===== src/rtl/parking_sensor_gen.sv =====
// parking_sensor_gen: generates the four-phase a/b photo-sensor pattern of a car
// entering or leaving the lot. Define OCCUPANCY_EN to add the occupancy counter.
module parking_sensor_gen #(
    parameter int PHASE_CYCLES = 4,
    parameter int PHASE_W      = 8,
    parameter int CAPACITY     = 15,
    parameter int CNT_W        = 4
) (
    input  logic clk,
    input  logic reset,
    input  logic req_valid,
    input  logic req_dir,
    output logic req_ready,
    output logic a,
    output logic b,
    output logic busy,
    output logic done
`ifdef OCCUPANCY_EN
    ,
    output logic [CNT_W-1:0] count
`endif
);
    typedef enum logic [2:0] {IDLE, PH1, PH2, PH3, GAP} state_t;

    localparam logic [PHASE_W-1:0] PhaseLoad = PHASE_W'(PHASE_CYCLES - 1);

    if (PHASE_CYCLES < 1 || PHASE_CYCLES > (2**PHASE_W) - 1 ||
        CAPACITY < 1 || CAPACITY > (2**CNT_W) - 1) begin : gBadParams
        $error("parking_sensor_gen: illegal parameter combination");
    end

    state_t             state_q, state_d;
    logic [PHASE_W-1:0] timer_q;
    logic               dir_q, a_q, b_q, done_q;
    logic               occupancyOk;
    logic               accept;

    // Sensor levels for a state; direction only swaps the outer phases.
    function automatic logic [1:0] patternFor(state_t s, logic dir);
        case (s)
            PH1:     patternFor = dir ? 2'b01 : 2'b10;
            PH2:     patternFor = 2'b11;
            PH3:     patternFor = dir ? 2'b10 : 2'b01;
            default: patternFor = 2'b00;
        endcase
    endfunction

    always_comb begin
        case (state_q)
            PH1:     state_d = PH2;
            PH2:     state_d = PH3;
            PH3:     state_d = GAP;
            default: state_d = IDLE;
        endcase
    end

`ifdef OCCUPANCY_EN
    logic [CNT_W-1:0] count_q;

    // Refuse an entry into a full lot and an exit from an empty one.
    assign occupancyOk = req_dir ? (count_q != '0) : (count_q != CNT_W'(CAPACITY));
    assign count       = count_q;
`else
    assign occupancyOk = 1'b1;
`endif

    assign req_ready = (state_q == IDLE) && occupancyOk;
    assign accept    = req_valid && req_ready;
    assign busy      = (state_q != IDLE);
    assign a         = a_q;
    assign b         = b_q;
    assign done      = done_q;

    // Each phase holds for PhaseLoad+1 cycles; leaving GAP raises done and
    // commits the occupancy change on the same edge.
    always_ff @(posedge clk or posedge reset) begin
        if (reset) begin
            state_q <= IDLE;
            timer_q <= '0;
            dir_q   <= 1'b0;
            a_q     <= 1'b0;
            b_q     <= 1'b0;
            done_q  <= 1'b0;
`ifdef OCCUPANCY_EN
            count_q <= '0;
`endif
        end else begin
            done_q <= 1'b0;
            if (state_q == IDLE) begin
                if (accept) begin
                    dir_q      <= req_dir;
                    timer_q    <= PhaseLoad;
                    state_q    <= PH1;
                    {a_q, b_q} <= patternFor(PH1, req_dir);
                end
            end else if (timer_q == '0) begin
                timer_q    <= PhaseLoad;
                state_q    <= state_d;
                {a_q, b_q} <= patternFor(state_d, dir_q);
                if (state_q == GAP) begin
                    done_q <= 1'b1;
`ifdef OCCUPANCY_EN
                    if (dir_q) begin
                        count_q <= count_q - CNT_W'(1);
                    end else begin
                        count_q <= count_q + CNT_W'(1);
                    end
`endif
                end
            end else begin
                timer_q <= timer_q - PHASE_W'(1);
            end
        end
    end
endmodule


===== config.mk =====
export PLATFORM = sky130hd
export DESIGN_NAME = parking_sensor_gen
export DESIGN_NICKNAME = d
export VERILOG_FILES = /design/src/rtl/parking_sensor_gen.sv
export SDC_FILE = /design/constraint.sdc
export NUM_CORES = 1
export LEC_CHECK = 0
export BUFFER_PORTS_ARGS = -buffer_cell sky130_fd_sc_hd__buf_4
export CAP_MARGIN = 10
export CORE_MARGIN = 5
export CORE_UTILIZATION = 50
export DETAILED_ROUTE_END_ITERATION = 6
export PLACE_DENSITY = 0.75
export SLEW_MARGIN = 20
export SYNTH_ARGS = -nofsm -noshare
export SYNTH_HDL_FRONTEND = slang
export SYNTH_SLANG_ARGS = --single-unit
export TNS_END_PERCENT = 1

===== constraint.sdc =====
create_clock -name clk -period 1.84 [get_ports clk]
set_input_delay 0 -clock clk [delete_from_list [all_inputs] [get_ports clk]]
set_output_delay 0 -clock clk [all_outputs]
set_load 0.03 [all_outputs]

==> out/summary.txt <==
CTS clk-pin slew, worst paths - 0.08 ns
crit end category - flop
final WL - 1544 um
# DRC - 0
Vias - 627
fmax - 603.9 MHz
TritonCTS Buffers - 3
# IOs - 9
pwr dens - 1738 nW/um^2
H-tree levels - 1
Post-Place Cell Area - 895.9 sq um
min-delay src - req_valid
GP Congestion - 0.8424
Int Power - 0.0009182 W
CTS Sinks - 15
CORE AREA - 1541 sq um
CP startpoint - timer_q[0]$_DFFE_PP0P_
FF-to-FF Start - timer_q[0]$_DFFE_PP0P_
crit-path max FO - 15
register area - 375.4 sq um
cells after synthesis - 81
area of the mapped netlist - 824.5 sq um
#FFs+latches synth - 15
number of antenna violations at the first check in global routing - 0
Sw Ratio - 44.81%
Die Y-Extent - 50.61 um
post-route setup TNS - 0 ns
Post-Place Worst Slack - 0.1036 ns
Final nets - 101
1st-iter DRT viols - 10
largest net degree at the start of global routing - 16
GRT Resource Usage Total - 13.58%
vias in the first global route - 605
IO buf count - 8
Fin. Hold Viols - 0
RSZ-0062 raised after global routing - no
vias per inst - 5.700
worst hold slack - 0.02209 ns
synth unique cells - 29
CTS tree - yes
clk buf depth - 2
syn_nets - 87
Slew Limit Fails - 0
Setup crit start kind - flop
Pwr Total - 0.001664 W
detailed placement HPWL - 1120 um
WP data required - 2.02 ns
Yosys warnings - 0
result of the run - finished clean
WP data arrival - 1.83 ns
Switch Pwr - 0.0007457 W
Logic pwr share - 49.1%
Final min period - 1.656 ns
Max-Cap Viols - 0
worst hold path class - input port to flop
Clock Skew - 0.001500 ns
final instance area - 957.2 sq um
Die Footprint - 2561 sq um
post-CTS setup buffers - 0
slew at the pin with the worst max-slew slack - 0.5655 ns
Mean Syn Cell Area - 10.18 sq um
drt first pass iters - 4
Cell Rows - 14
Reg power frac - 39.7%
Setup CP Type - flop to flop
Clock Latency Late Sink - 0.28 ns
Area Growth Syn to Fin - 16.08%
Clock power frac - 11.2%
footprint of the multi-input gates - 425.4 sq um
Static Leak - 0.4357 nW
first-pass GRT wire length - 2684 um
sequential share of the synthesized area - 45.52%
final setup margin - 0.1841 ns
final period utilization - 89.99%
Peak VDD IR - 0.8390 mV
Setup Viol. Count Final - 0
FILL cells - 137
share of layout cells above drive strength 1 - 22.34%
DR WL/cell - 14.04 um
GRT overflow - 0
die width - 50.61 um
root buf cell - clkbuf_4
Antenna Diode Count - 0
Initial Util - 53.49%
antenna-violating nets left - 0
max_slew headroom - 62.26%
[synth_stat cells]
| library cell | count | share of area (%) |
|---|---|---|
| dfrtp_1 | 15 | 46 |
| nand2_1 | 8 | 3.6 |
| nor2_1 | 8 | 3.6 |
| a31oi_1 | 6 | 4.6 |
| inv_1 | 6 | 2.7 |
| a22o_1 | 5 | 5.3 |
| a21oi_1 | 4 | 2.4 |
| o21ai_0 | 3 | 1.8 |
| ha_1 | 2 | 3.0 |
| nand3_1 | 2 | 1.2 |
| nor3_1 | 2 | 1.2 |
| nor3_4 | 2 | 3.9 |
| o41ai_1 | 2 | 2.1 |
| a21o_2 | 1 | 1.1 |
| a21oi_2 | 1 | 1.1 |
| buf_2 | 1 | 0.61 |
| buf_6 | 1 | 1.4 |
| mux2_2 | 1 | 1.4 |
| nand2b_1 | 1 | 0.76 |
| nand3b_1 | 1 | 0.91 |
| nor2_4 | 1 | 1.4 |
| nor4b_2 | 1 | 1.8 |
| nor4b_4 | 1 | 2.9 |
| o21ai_1 | 1 | 0.61 |
| o22a_1 | 1 | 1.1 |
| o31ai_1 | 1 | 0.91 |
| or2b_1 | 1 | 0.91 |
| xnor2_1 | 1 | 1.1 |
| xor2_1 | 1 | 1.1 |
[cells in the final DEF (no fill, tap or decap)]
| cell type | synthesis | layout |
|---|---|---|
| inv_1 | 6 | 6 |
| nand2b_1 | 1 | 1 |
| buf_4 | 0 | 9 |
| ha_1 | 2 | 2 |
| a21oi_1 | 4 | 4 |
| o21ai_1 | 1 | 1 |
| nor2_4 | 1 | 1 |
| o41ai_2 | 0 | 1 |
| a21oi_4 | 0 | 1 |
| a22o_1 | 5 | 5 |
| o41ai_1 | 2 | 1 |
| clkbuf_4 | 0 | 3 |
| nand3_1 | 2 | 2 |
| nand3b_1 | 1 | 1 |
| nor3_1 | 2 | 2 |
| o31ai_1 | 1 | 1 |
| dlygate4sd3_1 | 0 | 2 |
| mux2_2 | 1 | 1 |
| xor2_1 | 1 | 1 |
| nor4b_4 | 1 | 1 |
| o21ai_0 | 3 | 3 |
| xnor2_1 | 1 | 1 |
| or2b_1 | 1 | 1 |
| nor2_1 | 8 | 8 |
| nor3_4 | 2 | 2 |
| nand2_1 | 8 | 8 |
| nor4b_2 | 1 | 1 |
| dfrtp_1 | 15 | 15 |
| a21o_2 | 1 | 1 |
| a31oi_1 | 6 | 6 |
| clkbuf_1 | 0 | 1 |
| o22a_1 | 1 | 1 |
[per-stage QoR]
step	cells	util [%]
floorplan	81	-
global placement	104	58.12
detailed placement	104	58.12
CTS	110	61.12
global route	110	62.09
finish	110	62.09
[power groups by stage]
stage	registers [W]	logic [W]	clock network, W
finish	0.000661	0.000816	0.000186
floorplan	0.000669	0.000592	0
detailed placement	0.000663	0.000783	0
global route	0.000685	0.000909	0.000211
CTS	0.000658	0.000792	0.000192
global placement	0.000656	0.000763	0
[state kept, by name, summed over array words and instances, names as in the netlist]
name     count
state_q      3
dir_q        1
a            1
b            1
done         1
timer_q      8
[logic make-up after synthesis]
logic type               count (synthesis)  synth area share [%]
AND/OR/NAND/NOR                         28                 22.31
AO/OA/AOI/OAI                           25                 20.94
flip-flops                              15                 45.52
buffers and inverters                    8                 4.703
XOR/XNOR                                 2                 2.125
adder cells (fa/ha/maj)                  2                 3.034
multiplexers                             1                 1.366
[repair_timing]
item                                   in CTS  in global routing
hold buffers                                2                  0
gates resized for setup                     0                  2
setup endpoints to repair                   0                  6
endpoints found under the hold margin      16                  0
[worst max-delay path: stages (launching register included)]
cell and delay, ns:
dfrtp_1 0.43, inv_1 0.10, ha_1 0.15, nor4b_4 0.29, a21oi_4 0.18, a21o_2 0.22
a22o_1 0.17
[path summary, 6_finish.rpt]
check	to	cells after the start	slack (ns)
worst max-delay path	timer_q[6]$_DFFE_PP0P_	6	0.18
worst min-delay path	timer_q[1]$_DFFE_PP0P_	3	0.02
worst max register to register	timer_q[6]$_DFFE_PP0P_	6	0.18
worst min register to register	b$_DFFE_PP0P_	2	0.51
max in group asynchronous	timer_q[4]$_DFFE_PP0P_	3	1.15
min in group asynchronous	timer_q[0]$_DFFE_PP0P_	3	0.32
[per-layer routing]
| layer | global-route usage (%) | share of wire, % | vias to the layer above |
|---|---|---|---|
| li1 | - | - | 318 |
| met5 | 0 | 0 | - |
| met1 | 17.61 | 48 | 298 |
| met4 | 3.830 | 0.52 | 0 |
| met3 | 5.621 | 4.6 | 2 |
| met2 | 20.66 | 47 | 9 |
[layout make-up]
type | count | area share (%)
multi-input combinational | 58 | 44.44
sequential | 15 | 39.22
timing repair buffer | 11 | 9.150
clock buffer | 4 | 2.745
inverter | 6 | 2.353
tap | 16 | 2.092
(Power assumes the default switching activity.)
